$ cat src/rtl/lights_monitor.sv
// lights_monitor: checks the 3-bit traffic-light bus on the receiving end.
// It samples lights[2:0] on every clock and decodes the phase. It enforces
// the RED->GREEN->YELLOW->RED order and the per-phase minimum and maximum
// dwell. It counts completed cycles and latches the first violation.
//
// state  | meaning
// -------+------------------------------------------------------------
// IDLE   | monitor disabled or waiting for the first RED
// RED    | red lamp observed, dwell counting
// GREEN  | green lamp observed, dwell counting
// YELLOW | yellow lamp observed, dwell counting
// FAULT  | protocol violation seen; bus ignored until Start drops
module lights_monitor #(
  parameter int G_MIN = 3,
  parameter int Y_MIN = 1,
  parameter int R_MIN = 3,
  parameter int T_MAX = 15,
  parameter int CW    = 4,
  parameter int CNT_W = 8
) (
  input  logic             Clk,
  input  logic             nReset,
  input  logic             Start,
  input  logic [2:0]       lights,
  output logic [1:0]       phase,
  output logic             fault,
  output logic             err_pulse,
  output logic [2:0]       err_code,
  output logic [CW-1:0]    dwell,
  output logic [CNT_W-1:0] cycles
);

  localparam logic [2:0] S_IDLE   = 3'd0;
  localparam logic [2:0] S_RED    = 3'd1;
  localparam logic [2:0] S_GREEN  = 3'd2;
  localparam logic [2:0] S_YELLOW = 3'd3;
  localparam logic [2:0] S_FAULT  = 3'd4;

  localparam logic [1:0] PH_IDLE   = 2'd0;
  localparam logic [1:0] PH_RED    = 2'd1;
  localparam logic [1:0] PH_GREEN  = 2'd2;
  localparam logic [1:0] PH_YELLOW = 2'd3;

  localparam logic [2:0] L_OFF    = 3'b000;
  localparam logic [2:0] L_RED    = 3'b100;
  localparam logic [2:0] L_YELLOW = 3'b010;
  localparam logic [2:0] L_GREEN  = 3'b001;

  localparam logic [2:0] E_NONE    = 3'd0;
  localparam logic [2:0] E_PATTERN = 3'd1;
  localparam logic [2:0] E_ORDER   = 3'd2;
  localparam logic [2:0] E_EARLY   = 3'd3;
  localparam logic [2:0] E_STAY    = 3'd4;
  localparam logic [2:0] E_START   = 3'd5;

  localparam logic [CW-1:0] C_TMAX = CW'(T_MAX);
  localparam logic [CW-1:0] C_ONE  = CW'(1);

  logic [2:0]       r_state;
  logic [1:0]       r_phase;
  logic             r_fault;
  logic             r_err_pulse;
  logic [2:0]       r_err_code;
  logic [CW-1:0]    r_dwell;
  logic [CNT_W-1:0] r_cycles;

  logic             w_onehot;
  logic [2:0]       w_cur_lamp;
  logic [2:0]       w_succ_lamp;
  logic [2:0]       w_succ_state;
  logic [1:0]       w_succ_phase;
  logic [CW-1:0]    w_min;

  logic [2:0]       w_nxt_state;
  logic [1:0]       w_nxt_phase;
  logic [CW-1:0]    w_nxt_dwell;
  logic             w_err;
  logic [2:0]       w_code;
  logic             w_cyc_inc;

  assign w_onehot = (lights == L_RED) || (lights == L_YELLOW) || (lights == L_GREEN);

  // Per-phase lookup: the lamp we expect now, its legal successor and the minimum dwell.
  always_comb begin
    w_cur_lamp   = L_OFF;
    w_succ_lamp  = L_OFF;
    w_succ_state = S_IDLE;
    w_succ_phase = PH_IDLE;
    w_min        = '0;
    case (r_state)
      S_RED: begin
        w_cur_lamp   = L_RED;
        w_succ_lamp  = L_GREEN;
        w_succ_state = S_GREEN;
        w_succ_phase = PH_GREEN;
        w_min        = CW'(R_MIN);
      end
      S_GREEN: begin
        w_cur_lamp   = L_GREEN;
        w_succ_lamp  = L_YELLOW;
        w_succ_state = S_YELLOW;
        w_succ_phase = PH_YELLOW;
        w_min        = CW'(G_MIN);
      end
      S_YELLOW: begin
        w_cur_lamp   = L_YELLOW;
        w_succ_lamp  = L_RED;
        w_succ_state = S_RED;
        w_succ_phase = PH_RED;
        w_min        = CW'(Y_MIN);
      end
      default: begin
        w_cur_lamp   = L_OFF;
        w_succ_lamp  = L_OFF;
        w_succ_state = S_IDLE;
        w_succ_phase = PH_IDLE;
        w_min        = '0;
      end
    endcase
  end

  // Next-state decode; within an active phase the checks run in priority order.
  always_comb begin
    w_nxt_state = r_state;
    w_nxt_phase = r_phase;
    w_nxt_dwell = r_dwell;
    w_err       = 1'b0;
    w_code      = E_NONE;
    w_cyc_inc   = 1'b0;
    if (!Start) begin
      w_nxt_state = S_IDLE;
      w_nxt_phase = PH_IDLE;
      w_nxt_dwell = '0;
    end else begin
      case (r_state)
        S_IDLE: begin
          if (lights == L_RED) begin
            w_nxt_state = S_RED;
            w_nxt_phase = PH_RED;
            w_nxt_dwell = C_ONE;
          end else if (lights != L_OFF) begin
            w_err  = 1'b1;
            w_code = E_START;
          end
        end
        S_RED, S_GREEN, S_YELLOW: begin
          if (!w_onehot) begin
            w_err  = 1'b1;
            w_code = E_PATTERN;
          end else if (lights == w_cur_lamp) begin
            if (r_dwell == C_TMAX) begin
              w_err  = 1'b1;
              w_code = E_STAY;
            end else begin
              w_nxt_dwell = r_dwell + C_ONE;
            end
          end else if (lights != w_succ_lamp) begin
            w_err  = 1'b1;
            w_code = E_ORDER;
          end else if (r_dwell < w_min) begin
            w_err  = 1'b1;
            w_code = E_EARLY;
          end else begin
            w_nxt_state = w_succ_state;
            w_nxt_phase = w_succ_phase;
            w_nxt_dwell = C_ONE;
            w_cyc_inc   = (r_state == S_YELLOW);
          end
        end
        S_FAULT: begin
          w_nxt_state = S_FAULT;
        end
        default: begin
          w_nxt_state = S_IDLE;
          w_nxt_phase = PH_IDLE;
          w_nxt_dwell = '0;
        end
      endcase
      // An error freezes phase and dwell; only the state moves to FAULT.
      if (w_err) begin
        w_nxt_state = S_FAULT;
        w_nxt_phase = r_phase;
        w_nxt_dwell = r_dwell;
      end
    end
  end

  // Register state and outputs; err_code keeps the first error, cycles wraps freely.
  always_ff @(posedge Clk or negedge nReset) begin
    if (!nReset) begin
      r_state     <= S_IDLE;
      r_phase     <= PH_IDLE;
      r_fault     <= 1'b0;
      r_err_pulse <= 1'b0;
      r_err_code  <= E_NONE;
      r_dwell     <= '0;
      r_cycles    <= '0;
    end else begin
      r_state     <= w_nxt_state;
      r_phase     <= w_nxt_phase;
      r_fault     <= (w_nxt_state == S_FAULT);
      r_err_pulse <= w_err;
      r_dwell     <= w_nxt_dwell;
      if (w_err && (r_err_code == E_NONE)) begin
        r_err_code <= w_code;
      end
      if (w_cyc_inc) begin
        r_cycles <= r_cycles + CNT_W'(1);
      end
    end
  end

  assign phase     = r_phase;
  assign fault     = r_fault;
  assign err_pulse = r_err_pulse;
  assign err_code  = r_err_code;
  assign dwell     = r_dwell;
  assign cycles    = r_cycles;

endmodule

$ cat config.mk
export PLATFORM = sky130hd
export DESIGN_NAME = lights_monitor
export DESIGN_NICKNAME = d
export VERILOG_FILES = /design/src/rtl/lights_monitor.sv
export SDC_FILE = /design/constraint.sdc
export NUM_CORES = 1
export LEC_CHECK = 0
export ABC_AREA = 1
export CAP_MARGIN = 10
export CORE_ASPECT_RATIO = 1.5
export CORE_MARGIN = 5
export CORE_UTILIZATION = 52
export CTS_CLUSTER_DIAMETER = 120
export DETAILED_ROUTE_END_ITERATION = 8
export PLACE_DENSITY_LB_ADDON = 0.05
export SLEW_MARGIN = 20
export SYNTH_ARGS = -nofsm -noshare
export SYNTH_HDL_FRONTEND = slang
export SYNTH_SLANG_ARGS = --single-unit
$ cat constraint.sdc
create_clock -name Clk -period 2.6 [get_ports Clk]
set_input_delay 0.26 -clock Clk [delete_from_list [all_inputs] [get_ports Clk]]
set_output_delay 0.26 -clock Clk [all_outputs]
set_load 0.01 [all_outputs]
==> impl_metrics.toml, run 1 <==
[clock_network]
h-tree-depth = 1
insertion_delay_ps = 260
cts_tree = "yes"
cts_buffer_depth = 2
path_clk_slew_ps = 80
cts_buffers = 3
cts_root_buf = "clkbuf_8"
clock_sinks = 22

[pwr]
p_total_mw = 0.779
pwr-share-seq_pct = 48.5
internal_power_mw = 0.557
irDropWorstVdd_mv = 0.235
power.share.clock_pct = 30.4
pwr-share-comb_pct = 21.1
power_density_mw_per_mm2 = 435
switchingPower_mw = 0.222
cellLeakagePower_nw = 0.892
switching_share_pct = 28.5

[yosys]
synth.most_common_cell = "nand2_1"
syn-cell-area_mm2 = 0.00143
yosys_warnings = 0
synth_top_family_by_area = "simple AND/OR/NAND/NOR gates"
synth_nets = 201
avgSynthCellArea_um2 = 7.46
synth_top_area_cell = "dfrtp_1"
synthAdderAreaFrac_pct = 2.62
synth_xor_xnor_area_share_pct = 4.89
synth_area_leaders = "dfrtp_1 (38%), nand2_1 (17%), inv_1 (5.0%), nand4_1 (3.9%), nor2_1 (3.9%)"
synthMuxAreaShare_pct = 0
synth_common_cells = "nand2_1 (63), dfrtp_1 (22), inv_1 (19), nor2_1 (15), nand3_1 (11)"
ys.flop_type = "dfrtp_1"
synth-simple-area-share_pct = 41.9
yosysUniqueCellTypes = 30
yosysSeqAreaShare_pct = 38.4
syn-instance-count = 192
synth-edff-count = 0
ys_ff_latch = 22
netlist.area_leader.share_pct = 38.4
synth_compound_area_share_pct = 4.28
async_reset_ff_share_pct = 100

[drt]
viasPerCell = 5.26
num_vias = 1356
first_pass_iters = 4
drt-initial-drc-count = 23
wl_per_cell_um = 12.7
finalWirelength_um = 3280
drc = 0
ant_nets = 0

[cells_and_area]
finalNonFillerCells = 258
fin_nets = 231
syn_to_final_growth_pct = 25.1
diodes = 0
layout-drive-gt1-share_pct = 13.6
fillerInstances = 236
finalInstanceArea_mm2 = 0.00179

[timing]
period_needed_ps = 2340
final_max_slew_viol_count = 0
fmax_mhz = 427
final-setup-viol-count = 0
maxSlewHeadroom_pct = 77.5
rsz0062_at_grt = "false"
tightest_slew_ps = 337
skew_ps = 6.38
tns_ps = 0
finalCritPeriodShare_pct = 90.2
finalHoldViolCount = 0

[setup_path]
r2r_start = "r_state[0]$_DFF_PN0_"
crit_path_start_kind = "register"
criticalPathCategory = "register to register"
reg2reg_depth = 15
r2r-end = "dwell[0]$_DFFE_PN0P_"
cp_max_fo = 10
cp_data_arrival_time_ps = 2540
cp-endpoint = "dwell[0]$_DFFE_PN0P_"
cp.required_ps = 2790
crit_path_start = "r_state[0]$_DFF_PN0_"
end_kind = "register"
reg2reg_setup_slack_ps = 260

[floorplan]
die_h_um = 74.3
num_rows = 23
ios = 25
start_util_pct = 53.5
coreArea_mm2 = 0.00268
die-area_mm2 = 0.00393
fp.dieW_um = 52.9

[grt]
grt_max_degree = 23
gr-total-overflow = 0
grt_pass1_wl_um = 5690
grt_pass1_vias = 1346
antenna_found_initial = 0
grt_usage_pct = 19.2

[run]
maxCapViolations = 0

[place]
port_buffers = 24
dpl_cell_area_mm2 = 0.00172
gp_congestion = 0.871
placed_cells = 253
dp_hpwl_um = 2750

[hold_path]
hold_class = "primary input to asynchronous set/reset pin"

[outcome]
status = "finished, final reports clean"
power by group through the flow:
stage	sequential [mW]	combinational [mW]	clock, mW
2_1_floorplan	0.386	0.0918	0
3_3_place_gp	0.384	0.159	0
3_5_place_dp	0.384	0.164	0
4_1_cts	0.378	0.165	0.247
5_1_grt	0.380	0.181	0.256
6_report	0.378	0.165	0.237
state kept, by name (all words and copies together), names as in the netlist:
signal     cells
cycles         8
dwell          4
err_code       3
r_state        3
phase          2
err_pulse      1
fault          1
logic make-up (layout without fill, tap and decap cells):
family / count (synthesis) / in the layout
AOI/OAI and AO/OA: 11 / 11
xor gates and xnor gates: 8 / 8
adders and majority gates: 3 / 3
buffers and inverters: 27 / 56
DFF: 22 / 22
and+or+nand+nor: 121 / 121
placed cells by master (no fill, tap or decap), drive strengths merged, types with 4 or more instances in the layout:
master and instances:
nand2 67, inv 25, clkdlybuf4s50 24, dfrtp 22
nor2 19, nand3 16, nand4 9, nor3 6
a21oi 4, xor2 4, xnor2 4, clkbuf 4
o21ai 4
how the worst min path moves through the flow:
stage          depth (start not counted)                       to  slack (ps)
2_1_floorplan                          0    cycles[0]$_DFFE_PN0P_         -40
3_3_place_gp                           2     phase[0]$_DFFE_PN0P_         470
3_5_place_dp                           2  err_code[0]$_DFFE_PN0P_         480
4_1_cts                                2     r_state[2]$_DFF_PN0_         350
5_1_grt                                2     r_state[2]$_DFF_PN0_         380
6_report                               2     r_state[2]$_DFF_PN0_         340
stage by stage:
| stage | hold WS, ps | worst slack [ps] | util [%] |
|---|---|---|---|
| floorplan | -35.6 | 641 | - |
| global placement | 468 | 301 | 64.1 |
| detailed placement | 477 | 200 | 64.1 |
| CTS | 350 | 177 | 66.2 |
| global route | 378 | 83.1 | 66.9 |
| finish | 343 | 255 | 66.9 |
final cells by class:
| class | count | area [um2] | share of cell area (%) |
|---|---|---|---|
| inverters | 25 | 93.8 | 5.24 |
| well taps | 37 | 46.3 | 2.58 |
| clock buffers | 4 | 55.1 | 3.07 |
| flip-flops and latches | 22 | 552 | 30.8 |
| repair buffers | 27 | 275 | 15.4 |
| multi-input cells | 143 | 769 | 42.9 |
routing by layer:
layer | track usage, % | share of wire (%)
met5 | 0 | 0
met1 | 20.2 | 37
met2 | 37.0 | 57
met3 | 2.20 | 4.1
met4 | 8.24 | 2.1
worst max-delay path: stages, from the launching register on:
cell	delay (ps)
dfrtp_2	510
nor2_4	100
nor2_2	190
nand2_1	120
ha_1	190
nor3_1	240
nand2_1	150
nand3b_1	110
nand2_1	80
nand2_1	90
nand2_1	60
nand2_2	90
nand2_4	100
nand3_2	110
nand2_1	70
nand2_1	70
what timing repair did:
| item | CTS | global route |
|---|---|---|
| buffers inserted | 0 | 1 |
| hold buffers | 0 | 0 |
| setup endpoints to repair | 0 | 14 |
| gates resized for setup | 0 | 1 |
| endpoints found under the hold margin | 0 | 0 |
Power figures use the tool's default switching activity.
==> run 2: changes to the inputs <==
--- a/config.mk
+++ b/config.mk
@@ -12,6 +12,7 @@
 export CORE_UTILIZATION = 52
 export CTS_CLUSTER_DIAMETER = 120
 export DETAILED_ROUTE_END_ITERATION = 8
+export MAX_ROUTING_LAYER = met4
 export PLACE_DENSITY_LB_ADDON = 0.05
 export SLEW_MARGIN = 20
 export SYNTH_ARGS = -nofsm -noshare
==> impl_metrics.toml, run 2 (same netlist as run 1, synthesis figures left out) <==
[outcome]
status = "finished, final reports clean"

[cells_and_area]
finalInstanceArea_mm2 = 0.00176
finalNonFillerCells = 256
largest_reg_flops = 8
layout-drive-gt1-share_pct = 12.8
syn_to_final_growth_pct = 22.7
fin_nets = 230
final_core_util_pct = 65.7
mostFrequentLayoutCell = "nand2_1"
layout_common_cells = "nand2_1 (63), clkdlybuf4s50_1 (24), dfrtp_1 (21), inv_1 (19), nor2_1 (15)"
diodes = 0

[drt]
viasPerCell = 5.17
num_vias = 1323
drt-initial-drc-count = 36
wl_per_cell_um = 12.9
first_pass_iters = 4
finalWirelength_um = 3290
ant_nets = 0
drc = 0

[setup_path]
r2r-end = "dwell[1]$_DFFE_PN0P_"
reg2reg_depth = 15
criticalPathCategory = "register to register"
cp_max_fo = 10
crit_path_start_kind = "register"
cp.required_ps = 2790
r2r_start = "r_state[0]$_DFF_PN0_"
reg2reg_setup_slack_ps = 320
cp_data_arrival_time_ps = 2470
end_kind = "register"

[timing]
tns_ps = 0
fmax_mhz = 439
skew_ps = 5.19
period_needed_ps = 2280
tightest_slew_ps = 404
final-setup-viol-count = 0
final_max_slew_viol_count = 0
finalCritPeriodShare_pct = 87.7
rsz0062_at_grt = "false"
finalHoldViolCount = 0
maxSlewHeadroom_pct = 73.0

[run]
maxCapViolations = 0

[clock_network]
clock_sinks = 22
cts-resized-gates = 0
cts_tree = "yes"
postCtsHoldBufs = 0
cts_buffer_depth = 2
path_clk_slew_ps = 80
h-tree-depth = 1
insertion_delay_ps = 250
post_cts_buffers = 0
cts_buffers = 3
cts_root_buf = "clkbuf_8"

[grt]
grt_pass1_wl_um = 5610
antenna_found_initial = 0
grt_max_degree = 23
grt_usage_pct = 19.4
grt_pass1_vias = 1291
gr-total-overflow = 0

[floorplan]
ios = 25
num_rows = 23
die-area_mm2 = 0.00393
die_h_um = 74.3
start_util_pct = 53.5
fp.dieW_um = 52.9
coreArea_mm2 = 0.00268

[pwr]
cellLeakagePower_nw = 0.877
power_density_mw_per_mm2 = 423
irDropWorstVdd_mv = 0.247

[place]
port_buffers = 24
dpl_cell_area_mm2 = 0.00172
placed_cells = 253
gp_congestion = 0.878
dp_hpwl_um = 2740

[hold_path]
hold_class = "primary input to asynchronous set/reset pin"
[run 2: changes by cell type in the layout (fill, tap and decap cells not counted)]
cell / previous run / this run
buf_12: 1 / 0
clkbuf_8: 4 / 3
[run 2: routing by layer]
layer / up-vias / part of all wire, % / GRT usage, % / wire length [um]
met3: 2 / 3.5 / 2.40 / 115
met2: 30 / 58 / 37.8 / 1890
met5: - / 0 / - / 0
li1: 670 / - / - / -
met1: 621 / 38 / 20.4 / 1260
met4: 0 / 0.61 / 3.41 / 20
[run 2: worst max-delay path, cell delays in order, from the launching register on]
cell and delay (ps):
dfrtp_2 500, nor2_4 100, nor2_2 200, nand2_1 130, ha_1 190, nor3_1 200
nand2_1 130, nand3b_1 110, nand2_1 70, nand2_1 90, nand2_1 70, nand2_2 90
nand2_4 100, nand3_2 110, nand2_1 70, nand2_1 60
[run 2: worst max-delay path by stage]
stage | start | end
floorplan | r_state[0]$_DFF_PN0_ | cycles[3]$_DFFE_PN0P_
CTS | r_state[0]$_DFF_PN0_ | cycles[3]$_DFFE_PN0P_
finish | r_state[0]$_DFF_PN0_ | dwell[1]$_DFFE_PN0P_
global route | r_state[0]$_DFF_PN0_ | dwell[2]$_DFFE_PN0P_
detailed placement | r_state[0]$_DFF_PN0_ | cycles[3]$_DFFE_PN0P_
global placement | r_state[0]$_DFF_PN0_ | cycles[3]$_DFFE_PN0P_
[run 2: final cells by class]
class / count / area [um2]
well taps: 37 / 46.3
clock buffers: 3 / 41.3
inverters: 25 / 93.8
multi-input cells: 143 / 769
repair buffers: 26 / 255
flip-flops and latches: 22 / 552
fillers: 256 / 918
[run 2: where the power goes]
part / internal [mW] / leakage (nW) / switching [mW]
registers: 0.358 / 0.283 / 0.0204
logic: 0.0644 / 0.572 / 0.0990
clock network: 0.103 / 0.0216 / 0.0987
total: 0.526 / 0.877 / 0.218
[run 2: per-stage QoR]
step | setup WS, ps | power [mW] | hold WS (ps)
floorplan | 641 | 0.478 | -35.6
global placement | 314 | 0.544 | 469
detailed placement | 209 | 0.549 | 479
CTS | 176 | 0.749 | 359
global route | 37.0 | 0.782 | 368
finish | 320 | 0.744 | 351
